===== config.mk =====
export PLATFORM = sky130hd
export DESIGN_NAME = strobe_window_gen
export DESIGN_NICKNAME = d
export VERILOG_FILES = /design/src/rtl/costas_clk_pkg.sv /design/src/rtl/strobe_cfg_shadow.sv /design/src/rtl/strobe_window_gen.sv
export SDC_FILE = /design/constraint.sdc
export NUM_CORES = 1
export LEC_CHECK = 0
export BUFFER_PORTS_ARGS = -buffer_cell sky130_fd_sc_hd__buf_2
export CAP_MARGIN = 10
export CORE_ASPECT_RATIO = 0.7
export CORE_UTILIZATION = 35
export DETAILED_ROUTE_END_ITERATION = 16
export GPL_ROUTABILITY_DRIVEN = 1
export PLACE_DENSITY = 0.51
export SYNTH_ARGS = -nofsm -noshare
export SYNTH_HDL_FRONTEND = slang
export SYNTH_SLANG_ARGS = --single-unit

===== constraint.sdc =====
create_clock -name clock -period 3.7 [get_ports clock]
set_clock_uncertainty 0.05 [all_clocks]
set_input_delay 0.555 -clock clock [delete_from_list [all_inputs] [get_ports clock]]
set_output_delay 0.555 -clock clock [all_outputs]
set_load 0.02 [all_outputs]

===== src/rtl/costas_clk_pkg.sv =====
// Shared types and constants for the Costas clocking path: counter width,
// strobe/window configuration record and its validity rule.
package costas_clk_pkg;

  localparam int CNT_W = 8;

  typedef logic [CNT_W-1:0] cnt_t;

  typedef struct packed {
    cnt_t div;
    cnt_t open;
    cnt_t close;
  } cfg_t;

  localparam cfg_t CFG_DEFAULT = '{div: cnt_t'(15), open: cnt_t'(1), close: cnt_t'(13)};

  // A config is usable only if the counter can never run past div-1 and the
  // unlock window is non-empty and lies inside the period.
  function automatic logic cfg_valid(input cfg_t c);
    return (c.div >= cnt_t'(2)) && (c.open < c.close) && (c.close <= c.div - cnt_t'(1));
  endfunction

endpackage


===== src/rtl/strobe_cfg_shadow.sv =====
// Shadow/active config registers: validates writes, flags rejects, and swaps
// the shadow into the active set only at safe points (wrap, resync, disabled).
module strobe_cfg_shadow
  import costas_clk_pkg::*;
#(
  parameter cfg_t RST_CFG = CFG_DEFAULT
) (
  input  logic clock,
  input  logic reset_n,
  input  logic enable,
  input  logic resync,
  input  logic wrap,
  input  logic cfg_wr,
  input  cfg_t cfg_in,
  output cfg_t active,
  output logic cfg_pending,
  output logic cfg_err
);

  cfg_t shadow_q;
  cfg_t shadow_d;
  cfg_t active_d;
  logic pending_d;
  logic err_d;
  logic wr_ok;

  // NOTE: every always_comb output gets a default first so no path leaves it unassigned (no latch).
  always_comb begin
    wr_ok     = cfg_wr && cfg_valid(cfg_in);
    err_d     = cfg_wr && !wr_ok;
    shadow_d  = shadow_q;
    active_d  = active;
    pending_d = cfg_pending;

    if (resync && wr_ok) begin
      // Resync restarts the period anyway, so a write riding on it goes live at once.
      active_d  = cfg_in;
      shadow_d  = cfg_in;
      pending_d = 1'b0;
    end else begin
      if (resync || wrap || !enable) begin
        active_d  = shadow_q;
        pending_d = 1'b0;
      end
      if (wr_ok) begin
        shadow_d  = cfg_in;
        pending_d = 1'b1;
      end
    end
  end

  // NOTE: reset is synchronous (sampled on the clock edge), so it lives inside the clocked branch.
  always_ff @(posedge clock) begin
    if (!reset_n) begin
      shadow_q    <= RST_CFG;
      active      <= RST_CFG;
      cfg_pending <= 1'b0;
      cfg_err     <= 1'b0;
    end else begin
      shadow_q    <= shadow_d;
      active      <= active_d;
      cfg_pending <= pending_d;
      cfg_err     <= err_d;
    end
  end

endmodule


===== src/rtl/strobe_window_gen.sv =====
// Programmable clock divider: one-cycle strobe at count 0 and an unlock window
// over open < count <= close, with enable, resync and boundary-safe reconfig.
module strobe_window_gen
  import costas_clk_pkg::*;
#(
  parameter int CNT_W         = costas_clk_pkg::CNT_W,
  parameter int DIV_DEFAULT   = 15,
  parameter int OPEN_DEFAULT  = 1,
  parameter int CLOSE_DEFAULT = 13
) (
  input  logic             clock,
  input  logic             reset_n,
  input  logic             enable,
  input  logic             resync,
  input  logic             cfg_wr,
  input  logic [CNT_W-1:0] cfg_div,
  input  logic [CNT_W-1:0] cfg_open,
  input  logic [CNT_W-1:0] cfg_close,
  output logic             strobe,
  output logic             unlock,
  output logic [CNT_W-1:0] phase,
  output logic             cfg_pending,
  output logic             cfg_err
);

  localparam cfg_t RST_CFG = '{
    div:   cnt_t'(DIV_DEFAULT),
    open:  cnt_t'(OPEN_DEFAULT),
    close: cnt_t'(CLOSE_DEFAULT)
  };

  cfg_t act;
  cfg_t cfg_in;
  cnt_t count_q;
  cnt_t count_nxt;
  logic wrap;
  logic strobe_d;
  logic unlock_d;

  assign cfg_in = '{div: cnt_t'(cfg_div), open: cnt_t'(cfg_open), close: cnt_t'(cfg_close)};

  strobe_cfg_shadow #(
    .RST_CFG (RST_CFG)
  ) u_shadow (
    .clock       (clock),
    .reset_n     (reset_n),
    .enable      (enable),
    .resync      (resync),
    .wrap        (wrap),
    .cfg_wr      (cfg_wr),
    .cfg_in      (cfg_in),
    .active      (act),
    .cfg_pending (cfg_pending),
    .cfg_err     (cfg_err)
  );

  always_comb begin
    wrap      = 1'b0;
    count_nxt = count_q;
    if (resync) begin
      count_nxt = '0;
    end else if (enable) begin
      // >= rather than == so a count held above a newly activated div still wraps.
      if (count_q >= act.div - cnt_t'(1)) begin
        count_nxt = '0;
        wrap      = 1'b1;
      end else begin
        count_nxt = count_q + cnt_t'(1);
      end
    end
  end

  // A wrap or resync lands on count 0, where unlock is 0 under any config,
  // so evaluating against the current active set is exact.
  assign strobe_d = enable && (count_nxt == '0);
  assign unlock_d = enable && (count_nxt > act.open) && (count_nxt <= act.close);

  // NOTE: sequential state uses non-blocking assignments so all registers update together.
  always_ff @(posedge clock) begin
    if (!reset_n) begin
      count_q <= '0;
      strobe  <= 1'b0;
      unlock  <= 1'b0;
    end else begin
      count_q <= count_nxt;
      strobe  <= strobe_d;
      unlock  <= unlock_d;
    end
  end

  assign phase = CNT_W'(count_q);

endmodule


==> flow_summary_export.csv, run 1 <==
group,metric,value,unit
timing,period_needed,3.45,ns
placement,portBuffers,40,
cts,cts.sinks,60,
power_and_ir_drop,powerDensity,394,nW/um^2
timing,finalSetupViolCount,0,
logic_synthesis,netlist_top_cells_count,"dfxtp_1 (60), ha_1 (43), nor2_1 (38)",
floorplanning,rows,31,
run_status,failed_checks,"DRC",
timing,relSlewSlack,31.8,%
global_routing,grt_overflow,0,
logic_synthesis,synth-seq-area-share,32.1,%
floorplanning,start_util,36.2,%
timing,fmax,0.290,GHz
cts,root_buffer,"clkbuf_16",
power_and_ir_drop,p_int,1.24,mW
worst_setup_path,r2r_start,"u_shadow.active[19]$_SDFFE_PN1P_",
hold_path,hp-class,"reg2reg",
routing,routed_via_density,5.52,
finish,fin_util,42.4,%
placement,detailed_place_hpwl,7870,um
logic_synthesis,async_flop_share,0,%
cts,cts_tree,"yes",
timing,worst_slew_pin_slew,1.02,ns
worst_setup_path,critPathLaunch,"u_shadow.active[19]$_SDFFE_PN1P_",
routing,wire_per_inst,17.3,um
run_status,status,"complete, but fails checks",
cts,cts_max_path_buffers,2,
worst_setup_path,cp-start-kind,"flip-flop",
power_and_ir_drop,leakagePower,1.79,nW
global_routing,grt_max_degree,31,
power_and_ir_drop,power_frac_seq,41.0,%
timing,slew_viol_final,0,
routing,wirelength,10700,um
worst_setup_path,path_max_fanout,8,
cts,worstSkewPairLatency,0.32,ns
floorplanning,fp.dieH,88.5,um
routing,dr.pass1.iters,10,
timing,fin_tns_setup,0,ns
job,maxCapViolCount,0,
routing,drc,5,
cts,postCtsSetupBuffers,0,
worst_setup_path,reg2reg_depth,17,
timing,hold_viol_final,0,
placement,gp_congestion,0.816,
logic_synthesis,synth_area_leader_cell,"dfxtp_1",
timing,worst_slack,0.250,ns
logic_synthesis,ys_seq_elements,60,
worst_setup_path,rr_endpoint,"unlock$_SDFF_PN0_",
logic_synthesis,synth_edf_count,0,
worst_setup_path,crit_end,"unlock$_SDFF_PN0_",
worst_setup_path,reg2reg_setup_slack,0.25,ns
routing,vias,3427,
global_routing,grt_pass1_wl,17800,um
placement,preCtsSetupSlack,0.0428,ns
logic_synthesis,yosys_warnings,0,
floorplanning,fp.dieArea,11100,um^2
power_and_ir_drop,ir_drop,0.242,mV
cts,cts_hold_buf,0,
routing,drt_iter0_drc,239,
worst_setup_path,criticalPathCategory,"reg2reg",
cts,cts_inserted_buffers,9,
worst_setup_path,cp.required,3.87,ns
floorplanning,chipWidth,126,um
logic_synthesis,ys.flop_type,"dfxtp_1",
finish,fin_nets,557,
logic_synthesis,yosysMostFrequentCell,"dfxtp_1",
logic_synthesis,synth.area.top_cells,"dfxtp_1 (32%), ha_1 (14%), o21ai_0 (4.5%)",
global_routing,grt_pass1_vias,3456,
timing,finalCritPeriodShare,93.3,%
worst_setup_path,crit_arrival,3.62,ns
logic_synthesis,synth_cells,451,
logic_synthesis,netlist_area,3740,um^2
floorplanning,io_pins,41,
power_and_ir_drop,sw_frac_of_total,28.3,%
routing,drt.antenna.violating_nets,0,
cts,clkTransAtPathRegs,0.05,ns
global_routing,antenna_found_initial,0,
logic_synthesis,synth_nets,523,
finish,drive_gt1_share,17.0,%
power_and_ir_drop,combinationalPowerShare,17.1,%
finish,synthToLayoutAreaGrowth,17.2,%
floorplanning,core_area,10400,um^2
global_routing,grtUsageTotal,20.8,%
worst_setup_path,cp-end-kind,"flip-flop",
logic_synthesis,yosysTopAreaCellShare,32.1,%
power_and_ir_drop,switchingPower,0.490,mW
cts,htree_num_levels,3,
power_and_ir_drop,clkPwrFrac,42.0,%
logic_synthesis,synth.distinct_cells,40,
finish,antenna_cells,0,
logic_synthesis,avgSynthCellArea,8.30,um^2
==> cell type report <==
cell class | count | area [um^2]
fillers | 1093 | 5970
multi-input cells | 335 | 2380
flip-flops and latches | 60 | 1200
repair buffers | 51 | 283
clock buffers | 12 | 236
well taps | 132 | 165
inverters | 28 | 105
clock inverters | 3 | 15.0
==> worst max-delay path, cell delays in order (launching register included) <==
cell and delay, ns:
dfxtp_1 0.33, nor2_2 0.15, nand3_2 0.13, nor2_2 0.12, xnor2_1 0.14, ha_1 0.28, a211oi_2 0.24, nor2_1 0.08
a211o_1 0.30, a21o_4 0.27, nor2_4 0.12, ha_1 0.24, nor2b_1 0.13, o21a_1 0.17, o21a_1 0.18, o21ai_1 0.12
a21oi_1 0.08, nor4_1 0.23
==> flip-flops by register name (all words and copies together) (netlist names) <==
name and cells:
u_shadow.active 24, u_shadow.shadow_q 24, phase 8, strobe 1, u_shadow.cfg_err 1, u_shadow.cfg_pending 1, unlock 1
==> cell families (layout without fill, tap and decap cells) <==
family,count (synthesis),count (layout),share of synthesized area [%]
AO/OA/AOI/OAI,115,115,21.4
XOR/XNOR,20,20,4.68
adder cells (fa/ha/maj),43,43,14.4
buffers and inverters,56,94,6.31
flip-flops,60,60,32.1
multiplexers,1,1,0.267
AND/OR/NAND/NOR,156,156,20.9
==> placed cells by master (no fill, tap or decap), types with 12 or more instances in the layout <==
master,netlist,final
buf_2,3,40
dfxtp_1,60,59
nand3_1,27,26
o221ai_1,12,12
o21ai_0,34,32
nand2_1,35,35
inv_1,28,26
nor2_1,38,34
a21boi_0,16,16
a211oi_1,13,12
ha_1,43,42
nand4_1,27,27
==> metal layers <==
metal  track usage, %  vias to the layer above  share of wire (%)
met4             4.99                        0                1.0
li1                 -                     1724                  -
met5                0                        -                  0
met3             5.62                       11                4.6
met1             27.3                     1635                 50
met2             34.3                       57                 45
==> power by group through the flow <==
stage               registers, mW  clock network [mW]  logic (mW)
finish                      0.708               0.725       0.295
global route                0.712               0.775       0.333
CTS                         0.706               0.743       0.292
detailed placement          0.719                   0       0.290
global placement            0.718                   0       0.286
floorplan                   0.718                   0       0.188
==> metrics by stage <==
stage	std cells	hold WS, ns	cell area [um^2]	total power, mW
3_3_place_gp	606	0.420	4070	1.00
6_report	621	0.425	4390	1.73
2_1_floorplan	451	0.404	3740	0.905
3_5_place_dp	606	0.420	4070	1.01
4_1_cts	621	0.419	4320	1.74
5_1_grt	621	0.433	4390	1.82
==> worst min path at each step <==
| stage | startpoint | endpoint | slack (ns) | cells past startpoint |
|---|---|---|---|---|
| detailed placement | u_shadow.shadow_q[23]$_SDFFE_PN0P_ | u_shadow.active[23]$_SDFFE_PN0P_ | 0.42 | 2 |
| CTS | cfg_wr | u_shadow.cfg_err$_SDFF_PN0_ | 0.42 | 3 |
| global route | cfg_wr | u_shadow.cfg_err$_SDFF_PN0_ | 0.43 | 3 |
| global placement | u_shadow.shadow_q[23]$_SDFFE_PN0P_ | u_shadow.active[23]$_SDFFE_PN0P_ | 0.42 | 2 |
| floorplan | u_shadow.shadow_q[20]$_SDFFE_PN0P_ | u_shadow.active[20]$_SDFFE_PN0P_ | 0.40 | 2 |
| finish | u_shadow.shadow_q[23]$_SDFFE_PN0P_ | u_shadow.active[23]$_SDFFE_PN0P_ | 0.43 | 2 |
==> repair_timing <==
item                       in CTS  in global routing
hold endpoints to repair        0                  0
setup endpoints to repair       1                  1
pin swaps                       0                  3
gates resized for setup         1                 19
No activity file was read; power rests on OpenSTA's default activity.
==> run 2, diff against run 1 <==
ABC_AREA = 1   (was unset)
==> flow_summary_export.csv, run 2 <==
group,metric,value,unit
run_status,status,"finished clean",
logic_synthesis,synth_cells,591,
routing,dr.pass1.iters,5,
floorplanning,io_pins,41,
finish,drive_gt1_share,12.6,%
placement,detailed_place_hpwl,7870,um
global_routing,antenna_found_initial,0,
finish,fill_cells,1204,
placement,preCtsSetupSlack,0.305,ns
cts,htree_num_levels,3,
cts,cts_hold_buf,0,
cts,clkTransAtPathRegs,0.06,ns
cts,postCtsSetupBuffers,0,
worst_setup_path,cp.required,3.90,ns
logic_synthesis,ys.flop_type,"dfxtp_1",
timing,worst_slack,0.371,ns
finish,fin_nets,696,
hold_path,hp-start,"u_shadow.active[2]$_SDFFE_PN1P_",
floorplanning,fp.dieArea,11800,um^2
timing,finalCritPeriodShare,90.0,%
logic_synthesis,synth.distinct_cells,31,
placement,gp_congestion,0.836,
logic_synthesis,async_flop_share,0,%
logic_synthesis,synth_nets,663,
timing,hold_viol_final,0,
floorplanning,start_util,36.1,%
global_routing,grt_max_degree,36,
placement,portBuffers,40,
power_and_ir_drop,leakagePower,2.50,nW
worst_setup_path,criticalPathCategory,"reg2reg",
timing,period_needed,3.33,ns
worst_setup_path,r2r_start,"u_shadow.active[18]$_SDFFE_PN1P_",
cts,worstSkewPairLatency,0.33,ns
cts,cts_inserted_buffers,9,
cts,cts_tree,"yes",
timing,rsz0062_at_grt,"false",
routing,drt_iter0_drc,249,
logic_synthesis,avgSynthCellArea,6.75,um^2
worst_setup_path,cpPeakStageDelay,0.35,ns
finish,multi_input_area,2290,um^2
job,maxCapViolCount,0,
logic_synthesis,netlist_top_cells_count,"nand2_1 (137), inv_1 (94), nor2_1 (73)",
power_and_ir_drop,powerDensity,415,nW/um^2
global_routing,grt_overflow,0,
worst_setup_path,cp-start-kind,"flip-flop",
worst_setup_path,crit_slowest_cell,"or3_1",
cts,cts.sinks,60,
logic_synthesis,synth_area_leader_cell,"dfxtp_1",
floorplanning,fp.dieH,91.3,um
finish,layout_commonest_cell,"nand2_1",
timing,relSlewSlack,27.9,%
logic_synthesis,yosys_warnings,0,
routing,routed_via_density,4.79,
logic_synthesis,yosysTopAreaCellShare,30.1,%
timing,slew_viol_final,0,
timing,fin_tns_setup,0,ns
logic_synthesis,yosysMostFrequentCell,"nand2_1",
routing,vias,3745,
timing,finalSetupViolCount,0,
worst_setup_path,path_max_fanout,9,
global_routing,grt_pass1_vias,3581,
cts,ctsResizeCount,0,
cts,cts_max_path_buffers,2,
timing,worst_slew_pin_slew,1.08,ns
finish,layout_common_cells,"nand2_1 (137), inv_1 (94), nor2_1 (71), dfxtp_1 (60), ha_1 (43)",
floorplanning,chipWidth,130,um
logic_synthesis,synth.area.top_cells,"dfxtp_1 (30%), ha_1 (13%), nand2_1 (13%)",
finish,antenna_cells,0,
power_and_ir_drop,ir_drop,0.267,mV
worst_setup_path,cp-end-kind,"flip-flop",
logic_synthesis,synth-seq-area-share,30.1,%
worst_setup_path,path_buf_inv,2,
hold_path,hp-class,"reg2reg",
floorplanning,core_area,11100,um^2
routing,drt.antenna.violating_nets,0,
floorplanning,rows,32,
logic_synthesis,netlist_area,3990,um^2
power_and_ir_drop,total_power,1.92,mW
global_routing,grtUsageTotal,19.2,%
cts,root_buffer,"clkbuf_16",
routing,wire_per_inst,13.4,um
worst_setup_path,crit_arrival,3.53,ns
global_routing,grt_pass1_wl,17700,um
finish,synthToLayoutAreaGrowth,15.6,%
worst_setup_path,crit_top_cell,"nand2_1",
worst_setup_path,path_delay_family,"simple AND/OR/NAND/NOR gates",
worst_setup_path,reg2reg_setup_slack,0.37,ns
logic_synthesis,ys_seq_elements,60,
worst_setup_path,path_cells,"nor2_1 > nand2_1 > or3_1 > nor3_1 > xnor2_1 > ha_1 > nand2_1 > inv_1 > nor2_1 > o21a_1 > nand2_1 > a21oi_4 > inv_1 > nor2_2 > ha_1 > a21o_1 > a31oi_1 > a31oi_1 > nor3_1",
logic_synthesis,synth_edf_count,0,
routing,drc,0,
routing,wirelength,10500,um
timing,fmax,0.300,GHz
finish,regArea,1200,um^2
worst_setup_path,critPathLaunch,"u_shadow.active[18]$_SDFFE_PN1P_",
[run 2: changes by cell type in the layout (fill, tap and decap cells not counted), sizes merged, moves of 7 or more]
| cell | delta |
|---|---|
| nor2b | -7 |
| a21boi | -17 |
| o221ai | -12 |
| inv | +69 |
| a211oi | -13 |
| o21ai | -20 |
| a21oi | +26 |
| nand2 | +103 |
| nand3 | +14 |
| nor2 | +37 |
[run 2: cells by family after synthesis]
| logic type | Yosys count | synth area share (%) |
|---|---|---|
| AND/OR/NAND/NOR | 287 | 30.8 |
| buffers and inverters | 122 | 12.5 |
| AO/OA/AOI/OAI | 64 | 9.75 |
| flip-flops | 60 | 30.1 |
| adder cells (fa/ha/maj) | 43 | 13.5 |
| XOR/XNOR | 15 | 3.29 |
[run 2: power by group]
| part | switching, mW | internal [mW] |
|---|---|---|
| Sequential | 0.0256 | 0.695 |
| Combinational | 0.226 | 0.127 |
| Clock | 0.306 | 0.538 |
[run 2: worst reg2reg max path: stages (launching register included)]
cell	delay, ns
dfxtp_1	0.34
nor2_1	0.09
nand2_1	0.08
or3_1	0.35
nor3_1	0.19
xnor2_1	0.15
ha_1	0.26
nand2_1	0.07
inv_1	0.03
nor2_1	0.07
o21a_1	0.12
nand2_1	0.09
a21oi_4	0.24
inv_1	0.14
nor2_2	0.17
ha_1	0.27
a21o_1	0.19
a31oi_1	0.14
a31oi_1	0.10
nor3_1	0.12
[run 2: worst paths after layout]
path,endpoint,cells after the start
setup reg to reg,unlock$_SDFF_PN0_,19
hold reg to reg,u_shadow.active[2]$_SDFFE_PN1P_,2
hold / removal,u_shadow.active[2]$_SDFFE_PN1P_,2
setup / recovery,unlock$_SDFF_PN0_,19
[run 2: metal layers]
layer	wire, um	global-route usage (%)	vias to the layer above
li1	-	-	1950
met1	5530	27.4	1699
met2	4410	29.2	83
met3	482	4.24	13
met4	95	4.07	0
met5	0	0	-
[run 2: cell type report]
type                    count  share of cell area [%]
repair buffers             46                    5.59
well taps                 153                    4.15
clock inverters             6                    1.38
clock buffers              10                    5.18
flip-flops and latches     60                    26.0
inverters                  98                    7.97
multi-input cells         409                    49.7
[run 2: per-stage QoR]
step           cell area [um^2]  cells  hold slack, ns  utilization, %
4_1_cts                    4610    782           0.408            41.7
2_1_floorplan              3990    591           0.383               -
5_1_grt                    4610    782           0.419            41.8
3_5_place_dp               4310    766           0.402            39.0
3_3_place_gp               4310    766           0.401            39.0
6_report                   4610    782           0.412            41.8
